[src/rtl/sysarray_ctrl_pkg.sv]
// -----------------------------------------------------------------------------
// sysarray_ctrl_pkg
// Shared definitions for the systolic-array sequencing controller.
//   FP_W      : width of one floating-point operand lane
//   state_t   : controller FSM states
//   drain_len : number of cycles the wavefront needs to leave an N x N array
// -----------------------------------------------------------------------------
package sysarray_ctrl_pkg;

    localparam int FP_W = 32;

    typedef enum logic [2:0] {
        IDLE,
        CLEAR,
        FEED,
        DRAIN,
        DONE
    } state_t;

    // The last operand pair reaches PE(N-1,N-1) 2N cycles after the final
    // read is issued (one buffer cycle, N-1 skew, N-1 systolic hops, plus the
    // first skew stage), so the controller waits that long after feeding.
    function automatic int drain_len(input int n);
        return 2 * n;
    endfunction

endpackage

[src/rtl/sysarray_ctrl_skew_line.sv]
// -----------------------------------------------------------------------------
// skew_line
// DEPTH-stage register chain carrying one operand lane plus its valid bit.
// The output is forced to zero whenever the last stage is not valid, so the
// array only ever sees real operands or zeros.
//   clk  : clock
//   rst  : asynchronous active-high reset, empties the chain
//   din  : operand from the buffer
//   vin  : din carries a real operand this cycle
//   dout : delayed operand, zero when invalid
// -----------------------------------------------------------------------------
module skew_line
    import sysarray_ctrl_pkg::*;
#(
    parameter int DEPTH = 1
) (
    input  logic            clk,
    input  logic            rst,
    input  logic [FP_W-1:0] din,
    input  logic            vin,
    output logic [FP_W-1:0] dout
);

    logic [FP_W-1:0] data_q [DEPTH];
    logic [DEPTH-1:0] vld_q;

    // Shift register for data and valid. Invalid input is stored as zero so
    // buffer garbage never propagates down the chain.
    always_ff @(posedge clk or posedge rst) begin
        if (rst) begin
            for (int s = 0; s < DEPTH; s++) begin
                data_q[s] <= '0;
            end
            vld_q <= '0;
        end else begin
            data_q[0] <= vin ? din : '0;
            vld_q[0]  <= vin;
            for (int s = 1; s < DEPTH; s++) begin
                data_q[s] <= data_q[s-1];
                vld_q[s]  <= vld_q[s-1];
            end
        end
    end

    assign dout = vld_q[DEPTH-1] ? data_q[DEPTH-1] : '0;

endmodule

[src/rtl/sysarray_ctrl.sv]
// -----------------------------------------------------------------------------
// sysarray_ctrl
// Sequencer for an N x N output-stationary systolic array. On start it clears
// the array, reads K operand columns/rows from the buffers, skews them onto
// the array edges, waits for the wavefront to drain and pulses done.
//   clk, rst : clock, asynchronous active-high reset
//   start    : run request, honoured only in IDLE
//   k_len    : inner dimension, clamped to K_MAX
//   busy     : high outside IDLE
//   done     : one-cycle pulse, array results final
//   rd_en    : operand buffer read strobe
//   rd_k     : operand index of the current read
//   a_col    : A[i][k] lanes, valid the cycle after rd_en
//   b_row    : B[k][j] lanes, valid the cycle after rd_en
//   left_o   : skewed left-edge feed, row i delayed i+1 cycles
//   up_o     : skewed top-edge feed, column j delayed j+1 cycles
//   arr_rst  : registered accumulator clear for every array PE
// -----------------------------------------------------------------------------
module sysarray_ctrl
    import sysarray_ctrl_pkg::*;
#(
    parameter int N     = 4,
    parameter int K_MAX = 16,
    parameter int KW    = $clog2(K_MAX + 1)
) (
    input  logic            clk,
    input  logic            rst,
    input  logic            start,
    input  logic [KW-1:0]   k_len,
    output logic            busy,
    output logic            done,
    output logic            rd_en,
    output logic [KW-1:0]   rd_k,
    input  logic [N*32-1:0] a_col,
    input  logic [N*32-1:0] b_row,
    output logic [N*32-1:0] left_o,
    output logic [N*32-1:0] up_o,
    output logic            arr_rst
);

    localparam int DRAIN_LEN = drain_len(N);
    localparam int DW        = $clog2(DRAIN_LEN + 1);
    localparam logic [KW-1:0] K_MAX_V    = KW'(K_MAX);
    localparam logic [DW-1:0] DRAIN_LAST = DW'(DRAIN_LEN - 1);

    state_t        state_q;
    state_t        state_d;
    logic [KW-1:0] k_reg;
    logic [KW-1:0] k_cnt;
    logic [DW-1:0] drain_cnt;
    logic          rd_en_q;
    logic          arr_rst_q;

    // Next-state logic. FEED lasts exactly K cycles and DRAIN exactly 2N;
    // a zero-length job skips straight from CLEAR to DONE.
    always_comb begin
        state_d = state_q;
        case (state_q)
            IDLE:    if (start) state_d = CLEAR;
            CLEAR:   state_d = (k_reg == '0) ? DONE : FEED;
            FEED:    if (k_cnt == KW'(k_reg - KW'(1))) state_d = DRAIN;
            DRAIN:   if (drain_cnt == DRAIN_LAST) state_d = DONE;
            DONE:    state_d = IDLE;
            default: state_d = IDLE;
        endcase
    end

    // State register.
    always_ff @(posedge clk or posedge rst) begin
        if (rst) begin
            state_q <= IDLE;
        end else begin
            state_q <= state_d;
        end
    end

    // Latch the clamped inner dimension when a job is accepted.
    always_ff @(posedge clk or posedge rst) begin
        if (rst) begin
            k_reg <= '0;
        end else if (state_q == IDLE && start) begin
            k_reg <= (k_len > K_MAX_V) ? K_MAX_V : k_len;
        end
    end

    // Read index counter. It only advances while staying in FEED so that
    // rd_k is back at zero the moment FEED ends.
    always_ff @(posedge clk or posedge rst) begin
        if (rst) begin
            k_cnt <= '0;
        end else if (state_q == FEED && state_d == FEED) begin
            k_cnt <= k_cnt + KW'(1);
        end else begin
            k_cnt <= '0;
        end
    end

    // Drain counter, running only while the wavefront leaves the array.
    always_ff @(posedge clk or posedge rst) begin
        if (rst) begin
            drain_cnt <= '0;
        end else if (state_q == DRAIN) begin
            drain_cnt <= drain_cnt + DW'(1);
        end else begin
            drain_cnt <= '0;
        end
    end

    // Buffer data arrives one cycle after the read strobe, so the strobe is
    // delayed once to become the valid bit entering every skew lane. The
    // array clear is a flop so the PEs see a glitch-free asynchronous reset;
    // it holds during reset and is high exactly for the CLEAR cycle.
    always_ff @(posedge clk or posedge rst) begin
        if (rst) begin
            rd_en_q   <= 1'b0;
            arr_rst_q <= 1'b1;
        end else begin
            rd_en_q   <= (state_q == FEED);
            arr_rst_q <= (state_d == CLEAR);
        end
    end

    assign busy    = (state_q != IDLE);
    assign done    = (state_q == DONE);
    assign rd_en   = (state_q == FEED);
    assign rd_k    = k_cnt;
    assign arr_rst = arr_rst_q;

    // One skew line per row (left edge) and per column (top edge); lane i
    // is i+1 stages deep to produce the diagonal wavefront.
    for (genvar i = 0; i < N; i++) begin : g_lane
        skew_line #(.DEPTH(i + 1)) u_row (
            .clk  (clk),
            .rst  (rst),
            .din  (a_col[32*i +: 32]),
            .vin  (rd_en_q),
            .dout (left_o[32*i +: 32])
        );
        skew_line #(.DEPTH(i + 1)) u_col (
            .clk  (clk),
            .rst  (rst),
            .din  (b_row[32*i +: 32]),
            .vin  (rd_en_q),
            .dout (up_o[32*i +: 32])
        );
    end

endmodule

[config.mk]
export PLATFORM = sky130hd
export DESIGN_NAME = sysarray_ctrl
export DESIGN_NICKNAME = d
export VERILOG_FILES = /design/src/rtl/sysarray_ctrl_pkg.sv /design/src/rtl/sysarray_ctrl_skew_line.sv /design/src/rtl/sysarray_ctrl.sv
export SDC_FILE = /design/constraint.sdc
export NUM_CORES = 1
export LEC_CHECK = 0
export ABC_CLOCK_PERIOD_IN_PS = 26100
export BUFFER_PORTS_ARGS = -buffer_cell sky130_fd_sc_hd__clkbuf_2
export CELL_PAD_IN_SITES_DETAIL_PLACEMENT = 1
export CELL_PAD_IN_SITES_GLOBAL_PLACEMENT = 2
export CORE_MARGIN = 2
export CORE_UTILIZATION = 36
export DETAILED_ROUTE_END_ITERATION = 8
export PLACE_DENSITY = 0.88
export SYNTH_ARGS = -nofsm -noshare
export SYNTH_HDL_FRONTEND = slang
export SYNTH_SLANG_ARGS = --single-unit
[constraint.sdc]
create_clock -name clk -period 26.1 [get_ports clk]
set_clock_uncertainty 0.15 [all_clocks]
set_input_delay 2.61 -clock clk [delete_from_list [all_inputs] [get_ports clk]]
set_output_delay 2.61 -clock clk [all_outputs]
set_load 0.01 [all_outputs]
Yosys cells after proc, flatten, opt, wreduce, memory -nomap -nowiden
Index checks and enable logic that the tools add are counted.
{ "op_classes": {"n_addsub": 3, "mul": 0, "n_div": 0, "n_lt_le_gt_ge": 1, "eq_ne": 8, "shift": 0, "mux": 24, "bitwise_logic": 0, "n_reduce_logical": 5} }
{ "ops": {"columns": ["cell", "count"], "rows": [
  ["2-to-1 mux 32 bit", 16],
  ["2-to-1 mux 3 bit", 4],
  ["case mux 3 bit (4 select lines)", 1],
  ["2-to-1 mux 5 bit", 2],
  ["equality test 3 x 2 -> 1 bit (second input constant)", 3],
  ["equality test 3 x 1 -> 1 bit (second input constant)", 2],
  ["adder 5 x 1 -> 5 bit (second input constant)", 1],
  ["equality test 5 bit", 1],
  ["> comparator 5 bit (second input constant)", 1],
  ["zero test 5 bit", 1],
  ["subtractor 5 x 1 -> 5 bit (second input constant)", 1],
  ["adder 4 x 1 -> 4 bit (second input constant)", 1],
  ["equality test 4 x 3 -> 1 bit (second input constant)", 1],
  ["2-to-1 mux 4 bit", 1],
  ["equality test 3 bit (second input constant)", 1],
  ["zero test 3 bit", 1],
  ["nonzero test 3 bit", 1],
  ["logical AND 1 bit", 2]
]} }
{ "totals": {"regBits": 678, "latchBits": 0, "ramBits": 0, "mem_bits_ro": 0, "out_inout_bits": 265, "word_cells": 74, "n_memories": 0} }

Longest topological paths before layout
{ "logic_depth": {"ltp_word": 7, "mapped_depth": 6, "mapped_depth_nobuf": 6} }

By module
A second synthesis with hierarchy kept.
{ "hier_totals": {"hier_cells": 1319, "area_unflattened_um2": 21594.5} }
{ "by_module_without_submodules": {"columns": ["mod", "instances", "cells_each", "area_per_inst_um2", "seq_area_each_um2"], "rows": [
  ["skew_line (g_lane[3].u_col ...)", 2, 203, 3817.4, 3303.2],
  ["skew_line (g_lane[2].u_col ...)", 2, 170, 2991.6, 2477.4],
  ["skew_line (g_lane[1].u_col ...)", 2, 137, 2165.8, 1651.6],
  ["skew_line (g_lane[0].u_col ...)", 2, 104, 1340.0, 825.8],
  ["sysarray_ctrl", 1, 91, 964.7, 476.7]
]} }

Worst setup path after synthesis
No wires, ideal clock.
{ "synth_path": {"kind": "reg-to-output", "from": "reg, netlist name g_lane[3].u_col.vld_q[0]", "to": "out left_o[10]", "arrival_ns": 0.937, "setup_slack_ns": 22.403, "path_stages_with_launch": 4, "cell_sequence": "dfrtp_1 -> clkbuf_1 -> clkbuf_1 -> and2_1"} }
{ "synth_lines": {"columns": ["element", "line_no", "rtl"], "rows": [
  ["end, declared", "sysarray_ctrl.sv:36", "output logic [N*32-1:0] left_o,"]
]} }

==> impl_metrics.json <==
{
  "status": "finished, final reports clean",
  "path_class": "input port to asynchronous set/reset pin",
  "die_w_um": 242,
  "top_regs": "g_lane.u_col.data_q (320), g_lane.u_row.data_q (320)",
  "cts_buffers": 69,
  "holdBufCountCts": 0,
  "slew_viol_final": 0,
  "crit_top_cell": "buf_12",
  "crit_path_max_incr_delay_ns": 0.74,
  "required_ns": 26.53,
  "synth_top_area_share": 0.810,
  "io_buffers": 528,
  "yosysMostFrequentCell": "dfrtp_1",
  "ys_ff_latch": 663,
  "insertion_delay_ns": 0.59,
  "max_slew.worst_pin.slew_ns": 1.10,
  "synthTopCellsByArea": "dfrtp_1 (81%), and2_1 (16%), clkbuf_1 (1.0%)",
  "dp_slack_ns": 19.91,
  "max-slew-margin-rel": 0.269,
  "cts.repair.resized": 0,
  "synth.yosys.warnings": 0,
  "cp_cell_sequence": "clkbuf_2 -> inv_8 -> buf_12 -> buf_4 -> buf_12",
  "netlist_instances": 1299,
  "die-area_mm2": 0.0588,
  "synth_area_mm2": 0.0205,
  "syn_nets": 1566,
  "layout-drive-gt1-share": 0.347,
  "p_per_area_mw_per_mm2": 111,
  "die_h_um": 242,
  "wl_per_cell_um": 18.4,
  "setup_viol": 0,
  "viasPerCell": 4.27,
  "core-area_mm2": 0.0563,
  "design_area_mm2": 0.0263,
  "critPathCaptureType": "asynchronous set/reset pin",
  "drtIter0Drc": 416,
  "synth_ff_type": "dfrtp_1",
  "finalPower_uw": 2930,
  "grt_pass1_vias": 13200,
  "rsz0062_at_grt": "false",
  "route.detailed.drc": 0,
  "fin_crit_sh": 0.207,
  "grt_max_degree": 195,
  "cp-start-kind": "input port",
  "placed_cell_area_mm2": 0.0240,
  "yosysTopAreaCell": "dfrtp_1",
  "initial_core_util": 0.364,
  "rows": 87,
  "fin_nets": 2118,
  "synth_seq_area_share": 0.811,
  "power_leakage_uw": 0.0136,
  "hold_viol": 0,
  "fillers": 5772,
  "synth.distinct_cells": 26,
  "cts_tree": "done",
  "route.vias.total": 11400,
  "maxCapViolCount": 0,
  "clkSinkCount": 663,
  "grt.overflow.total": 0,
  "min_path_type": "flop to flop",
  "antenna_found_initial": 18,
  "critPathArrivalTime_ns": 5.83,
  "dp_hpwl_mm": 34.5,
  "fin_crit_ns": 5.40,
  "htreeDepth": 3,
  "dr.pass1.iters": 4,
  "clockBufferDepth": 3,
  "num_io_pins": 529,
  "grt_pass1_wl_mm": 75.9,
  "tns_ns": 0,
  "peakVddDrop_uv": 58.9,
  "synth-edff-count": 0,
  "synthTopCellsByCount": "dfrtp_1 (662), and2_1 (512), clkbuf_1 (57)",
  "postLayoutCoreUtil": 0.467,
  "track_usage": 0.170,
  "syn_area_per_cell_um2": 15.8,
  "clkSlewWorstSetupHoldPaths_ns": 0.06,
  "synthArstFlopShare": 1.00,
  "post_cts.repair.setup_buffers": 0,
  "critPathSlowestCell": "buf_4",
  "fin_ws_ns": 20.70,
  "fmax_mhz": 185,
  "critPathMaxFanout": 194,
  "syn_to_final_growth_pct": 28.4,
  "place_congestion": 0.792,
  "wl_mm": 49.0,
  "drtAntennaViolNets": 0,
  "clock_tree.root_cell": "clkbuf_16"
}
-- worst max-delay path, delay by kind of cell --
family / cells / cell delay (ns)
buf+inv: 5 / 2.74
-- where the power goes --
group / leakage, uW / switching, uW / internal [uW]
combinational: 0.00394 / 308 / 218
sequential: 0.00854 / 114 / 1320
clock: 0.00113 / 399 / 573
-- path summary, 6_finish.rpt --
path	endpoint	from	depth (start not counted)	slack, ns
max	g_lane[3].u_row.data_q[122]	rst	5	20.70
min	g_lane[2].u_row.data_q[16]	g_lane[2].u_row.data_q[48]	0	0.19
max in group clk	up_o[63]	g_lane[3].u_col.vld_q[1]	2	21.22
min reg2reg	g_lane[2].u_row.data_q[16]	g_lane[2].u_row.data_q[48]	0	0.19
max reg2reg	g_lane[3].u_row.data_q[104]	rd_en_q	2	24.05
min in group asynchronous	g_lane[2].u_row.data_q[74]	rst	2	2.00
-- final cells by class --
cell class,instances,area [um2],share of cell area
well taps,756,946,0.0360
inverters,6,30.0,0.00114
clock inverters,32,360,0.0137
clock buffers,92,1950,0.0744
repair buffers,538,2740,0.104
multi-input cells,573,3630,0.138
flip-flops and latches,663,16600,0.631
diodes,8,20.0,0.000762
-- cell usage in the layout (no fill, tap or decap), types with 2 or more instances in the layout --
cell	count
clkbuf_8	12
nand3_1	3
nand3b_1	3
bufinv_16	4
clkbuf_1	10
a21oi_1	2
inv_8	2
or3b_1	2
clkbuf_2	528
nand2_1	7
nor2_1	7
clkinvlp_4	5
inv_6	2
xor2_1	5
nor3b_1	2
buf_4	8
buf_12	2
nor3_1	5
and2_1	512
clkinv_8	4
nand2b_1	2
inv_1	5
o21ai_0	5
clkinv_2	14
dfrtp_1	660
diode_2	8
xnor2_1	7
clkbuf_16	70
ha_1	3
-- through the flow --
stage,std cells,hold slack (ns)
floorplan,1299,0.181
global placement,2536,0.181
detailed placement,2536,0.186
CTS,2660,0.190
global route,2663,0.200
finish,2668,0.188
-- cells by family after synthesis --
logic type | count (synthesis) | synth area share
flip-flops | 663 | 0.811
AND/OR/NAND/NOR | 548 | 0.167
buffers and inverters | 63 | 0.0116
XOR/XNOR | 13 | 0.00593
AO/OA/AOI/OAI | 8 | 0.00208
adder cells (fa/ha/maj) | 3 | 0.00183
multiplexers | 1 | 0.000550
-- metal layers --
metal | up-vias | global-route usage | wire length (um)
met5 | - | 0 | 134
met4 | 20 | 0.0668 | 1410
met3 | 107 | 0.0637 | 4040
met2 | 369 | 0.295 | 25200
met1 | 5807 | 0.189 | 18200
li1 | 5077 | - | -
(Power assumes the default switching activity.)
